### src/rtl/bcd_2of5_serializer.sv
// bcd_2of5_serializer
//
// Purpose: takes a packed word of NDIG BCD digits through a valid/ready load
// port and streams one 2-out-of-5 codeword per accepted beat, most-significant
// digit first. Nibbles 10..15 encode as 00000 and raise err for the frame.
//
// Optional feature (macro B2O5_CHECKSUM_EN): when defined, a mod-10 check
// digit (sum of all valid nibbles, invalid ones counted as 0) is appended as
// one extra beat, and code_last moves to that beat. When undefined, frames
// are exactly NDIG beats and no accumulator exists.
//
// Parameters:
//   NDIG        digits per frame, 1..16 (default 4)
// Ports:
//   clk         clock, all state changes on the rising edge
//   rst         synchronous active-high reset
//   load_valid  load_data is valid
//   load_ready  block can accept a frame (high only in IDLE)
//   load_data   packed BCD, digit NDIG-1 in the top nibble, digit 0 in [3:0]
//   code_valid  code holds a codeword
//   code_ready  sink accepts code this cycle
//   code        current 2-of-5 codeword
//   code_last   current beat is the final beat of the frame
//   err         last loaded frame contained at least one nibble > 9

module bcd_2of5_serializer #(
  parameter int NDIG = 4
) (
  input  logic                clk,
  input  logic                rst,
  input  logic                load_valid,
  output logic                load_ready,
  input  logic [4*NDIG-1:0]   load_data,
  output logic                code_valid,
  input  logic                code_ready,
  output logic [4:0]          code,
  output logic                code_last,
  output logic                err
);

  // Index needs at least one bit even for a single-digit frame.
  localparam int IW = (NDIG > 1) ? $clog2(NDIG) : 1;
  localparam logic [IW-1:0] LAST_IDX = IW'(NDIG - 1);

  localparam logic [1:0] S_IDLE = 2'd0;
  localparam logic [1:0] S_SEND = 2'd1;
`ifdef B2O5_CHECKSUM_EN
  localparam logic [1:0] S_CSUM = 2'd2;
`endif

  logic [1:0]        state;
  logic [4*NDIG-1:0] data_q;
  logic [IW-1:0]     idx;
  logic              load_bad;

  function automatic logic [4:0] enc(input logic [3:0] d);
    case (d)
      4'd0:    enc = 5'b11000;
      4'd1:    enc = 5'b00011;
      4'd2:    enc = 5'b00101;
      4'd3:    enc = 5'b00110;
      4'd4:    enc = 5'b01001;
      4'd5:    enc = 5'b01010;
      4'd6:    enc = 5'b01100;
      4'd7:    enc = 5'b10001;
      4'd8:    enc = 5'b10010;
      4'd9:    enc = 5'b10100;
      default: enc = 5'b00000;
    endcase
  endfunction

  // Frame-level error flag, evaluated on the incoming word at load time.
  always_comb begin
    load_bad = 1'b0;
    for (int i = 0; i < NDIG; i++) begin
      if (load_data[4*i +: 4] > 4'd9) load_bad = 1'b1;
    end
  end

`ifdef B2O5_CHECKSUM_EN
  logic [7:0] sum;
  logic [3:0] check_digit;
  logic [3:0] csum_q;

  // The check digit is computed from the incoming word so the CSUM beat
  // needs no accumulation over the frame; 8 bits covers 16 * 9 = 144.
  always_comb begin
    sum = 8'd0;
    for (int i = 0; i < NDIG; i++) begin
      if (load_data[4*i +: 4] <= 4'd9) sum = sum + {4'd0, load_data[4*i +: 4]};
    end
    check_digit = 4'(sum % 8'd10);
  end
`endif

  // The captured word is shifted left one digit per accepted beat, so the
  // current digit is always the top nibble; idx only tracks frame position.
  always_ff @(posedge clk) begin
    if (rst) begin
      state  <= S_IDLE;
      data_q <= '0;
      idx    <= '0;
      err    <= 1'b0;
`ifdef B2O5_CHECKSUM_EN
      csum_q <= 4'd0;
`endif
    end else begin
      case (state)
        S_IDLE: begin
          if (load_valid) begin
            data_q <= load_data;
            idx    <= '0;
            err    <= load_bad;
`ifdef B2O5_CHECKSUM_EN
            csum_q <= check_digit;
`endif
            state  <= S_SEND;
          end
        end
        S_SEND: begin
          if (code_ready) begin
            data_q <= data_q << 4;
            if (idx == LAST_IDX) begin
              idx <= '0;
`ifdef B2O5_CHECKSUM_EN
              state <= S_CSUM;
`else
              state <= S_IDLE;
`endif
            end else begin
              idx <= idx + 1'b1;
            end
          end
        end
`ifdef B2O5_CHECKSUM_EN
        S_CSUM: begin
          if (code_ready) state <= S_IDLE;
        end
`endif
        default: state <= S_IDLE;
      endcase
    end
  end

  // Outputs depend on registered state only.
  always_comb begin
    load_ready = (state == S_IDLE);
    code_valid = 1'b0;
    code       = 5'b00000;
    code_last  = 1'b0;
    if (state == S_SEND) begin
      code_valid = 1'b1;
      code       = enc(data_q[4*NDIG-1 -: 4]);
`ifndef B2O5_CHECKSUM_EN
      code_last  = (idx == LAST_IDX);
`endif
    end
`ifdef B2O5_CHECKSUM_EN
    if (state == S_CSUM) begin
      code_valid = 1'b1;
      code       = enc(csum_q);
      code_last  = 1'b1;
    end
`endif
  end

endmodule

### config.mk
export PLATFORM = sky130hd
export DESIGN_NAME = bcd_2of5_serializer
export DESIGN_NICKNAME = d
export VERILOG_FILES = /design/src/rtl/bcd_2of5_serializer.sv
export SDC_FILE = /design/constraint.sdc
export NUM_CORES = 1
export LEC_CHECK = 0
export BUFFER_PORTS_ARGS = -buffer_cell sky130_fd_sc_hd__buf_2
export CAP_MARGIN = 15
export CORE_MARGIN = 2
export CORE_UTILIZATION = 45
export CTS_CLUSTER_DIAMETER = 100
export DETAILED_ROUTE_END_ITERATION = 10
export PLACE_DENSITY = 0.69
export REMOVE_ABC_BUFFERS = 1
export SLEW_MARGIN = 0
export SYNTH_ARGS = -nofsm -noshare
export SYNTH_HDL_FRONTEND = slang
export SYNTH_SLANG_ARGS = --single-unit
### constraint.sdc
create_clock -name clk -period 3.74 [get_ports clk]
set_input_delay 0.561 -clock clk [delete_from_list [all_inputs] [get_ports clk]]
set_output_delay 0.561 -clock clk [all_outputs]
set_load 0.03 [all_outputs]
==> flow_summary.toml <==
[sta]
grt_setup_unrepaired = "no"
post-route-period-util_pct = 66.19
finalSetupViolations = 0
fin_skew_ns = 0.001237
hold_viol = 0
hold_ws_ns = 0.4928
relSlewSlack_pct = 65.66
layout_setup_ws_ns = 1.265
timing.final.crit_period_ns = 2.475
slew_violations = 0
timing.fmax_mhz = 404.0
fin_tns_setup_ns = 0
worst_pin_slew_ns = 0.5144

[worst_hold_path]
hold_path.class = "flip-flop to flip-flop"
holdPathStages = 2

[global_route]
grt_antenna_before_repair = 0
grt_usage_pct = 15.12
first_global_vias = 943
grt_pass1_wl_mm = 3.988
globalRouteOverflowTotal = 0
grt_start_max_net_pins = 27

[die]
die_area_sq_um = 3347
die_h_um = 57.85
ios = 29
rows = 19
die_width_um = 57.85
fp.coreArea_sq_um = 2758
start_util_pct = 47.32

[detailed_routing]
wl_mm = 2.433
drcViolationCount = 0
final_antenna_net_count = 0
vias = 1060
drt_iter0_markers = 25
wire_per_inst_um = 12.35
via_per_inst = 5.381
dr.pass1.iters = 4

[layout]
layout_common_cells = "28 x buf_2, 25 x dfxtp_1, 17 x nor2_1"
layout_commonest_cell = "buf_2"
drive_gt1_share_pct = 24.10
nets = 193
num_antenna_cells = 0
multi_input_area_sq_um = 729.5
num-fill-cells = 260
syn_to_final_growth_pct = 11.98
seq_area_sq_um = 500.5

[power]
vdd_drop_max_mv = 0.3600
powerDensity_nw_per_um2 = 375.5
leakage_nw = 0.6287

[worst_setup_path]
start_kind = "flip-flop"
required_ns = 3.95
timing.critical_path.fanout_max = 15
crit_path_start = "state[0]$_SDFFE_PP0P_"
worstSetupPathType = "flip-flop to flip-flop"
rr_worst_depth = 9
cp_data_arrival_time_ns = 2.68
cp-end-kind = "flip-flop"
r2r_start = "state[0]$_SDFFE_PP0P_"
r2r_setup_slack_ns = 1.26

[clock_tree]
post_cts_buffers = 0
cts-root-buf = "clkbuf_4"
post_cts_resized = 0
insertion_delay_ns = 0.31
numCtsBuffers = 3
path_clk_slew_ns = 0.13
clkSinkCount = 25
htreeDepth = 1
cts_hold_buffers = 0
cts_max_path_buffers = 2
cts_tree = "built"

[synth]
synth_area_per_cell_sq_um = 9.126
synthCells = 143
yosys.area.top_type = "dfxtp_1"
yosysWarnings = 0
synth.area.top_cells = "dfxtp_1 38%, mux2i_1 10%, ha_1 5.8%"
ys_ff_latch = 25
synthDistinctLibCells = 36
syn_area_sq_um = 1305
synth_top_area_share_pct = 38.35
yosysSeqAreaShare_pct = 38.35

[placed_design]
gp_congestion = 0.7463
port_buffers = 28
post-dp-hpwl_mm = 1.880
place_ws_ns = 1.235

[flow_run]
drv_cap = 0

[run_status]
status = "completed"
==> report_power, final <==
| group | total (W) | switching (W) | internal, W |
|---|---|---|---|
| Clock | 0.000120 | 0.0000783 | 0.0000417 |
| Combinational | 0.000124 | 0.0000713 | 0.0000531 |
| Sequential | 0.000304 | 0.0000128 | 0.000292 |
| Total | 0.000549 | 0.000162 | 0.000386 |
==> Yosys cell counts <==
master and count:
dfxtp_1 25, nor2_1 17, mux2i_1 13, a21oi_1 9
nand2_1 9, a211oi_1 7, o21ai_0 7, and2_1 6
ha_1 6, clkbuf_1 5, inv_1 4, mux2_2 4
a311oi_1 2, buf_2 2, buf_6 2, nor2b_1 2
o22a_1 2, o2bb2ai_1 2, or4b_1 2, a211oi_4 1
a221oi_1 1, a22oi_1 1, a31oi_1 1, and2b_1 1
and4_1 1, clkbuf_2 1, clkinv_1 1, mux2_4 1
nand3_1 1, nand3b_1 1, nor2_2 1, nor3b_1 1
o21ai_1 1, o22ai_1 1, or2_2 1, xnor2_1 1
==> per-layer routing <==
| metal | global-route usage [%] | vias to the layer above | wire length [um] |
|---|---|---|---|
| met2 | 25.49 | 22 | 1166 |
| li1 | - | 552 | - |
| met3 | 4.688 | 2 | 103 |
| met1 | 19.14 | 484 | 1147 |
| met5 | 0 | - | 0 |
| met4 | 2.990 | 0 | 16 |
==> critical path: stages (launching register included) <==
cell and delay [ns]:
dfxtp_1 0.67, buf_4 0.31, nor2b_1 0.11, a21oi_1 0.22
nand2_1 0.11, a21oi_1 0.29, inv_1 0.12, ha_1 0.32
xnor2_1 0.16, nor2_1 0.06
==> how the worst min path moves through the flow <==
stage                            startpoint  slack (ns)                       to
finish              data_q[13]$_SDFFE_PP0P_        0.49  data_q[13]$_SDFFE_PP0P_
global placement    data_q[13]$_SDFFE_PP0P_        0.47  data_q[13]$_SDFFE_PP0P_
detailed placement  data_q[13]$_SDFFE_PP0P_        0.48  data_q[13]$_SDFFE_PP0P_
CTS                 data_q[13]$_SDFFE_PP0P_        0.50  data_q[13]$_SDFFE_PP0P_
floorplan           data_q[12]$_SDFFE_PP0P_        0.44  data_q[12]$_SDFFE_PP0P_
global route                   load_data[1]        0.49   data_q[1]$_SDFFE_PP0P_
==> through the flow <==
| step | cells | power, W | area, sq um | utilization [%] |
|---|---|---|---|---|
| after global routing | 197 | 0.0005832 | 1461 | 52.99 |
| after detailed placement | 193 | 0.0004365 | 1435 | 52.04 |
| after floorplan | 133 | 0.0003956 | 1249 | - |
| after CTS | 197 | 0.0005578 | 1461 | 52.99 |
| final | 197 | 0.0005488 | 1461 | 52.99 |
| after global placement | 193 | 0.0004322 | 1435 | 52.04 |
==> cells by family after synthesis <==
| family | share of synthesized area (%) |
|---|---|
| AO/OA/AOI/OAI | 18.31 |
| XOR/XNOR | 0.6713 |
| adder cells (fa/ha/maj) | 5.752 |
| buffers and inverters | 5.752 |
| flip-flops | 38.35 |
| multiplexers | 14.57 |
| AND/OR/NAND/NOR | 16.59 |
==> layout make-up <==
cell class,count,share of cell area (%)
multi-input cells,103,49.91
flip-flops and latches,25,34.25
repair buffers,29,10.10
well taps,31,2.654
clock buffers,4,1.798
inverters,5,1.284
No activity file was read; power rests on OpenSTA's default activity.
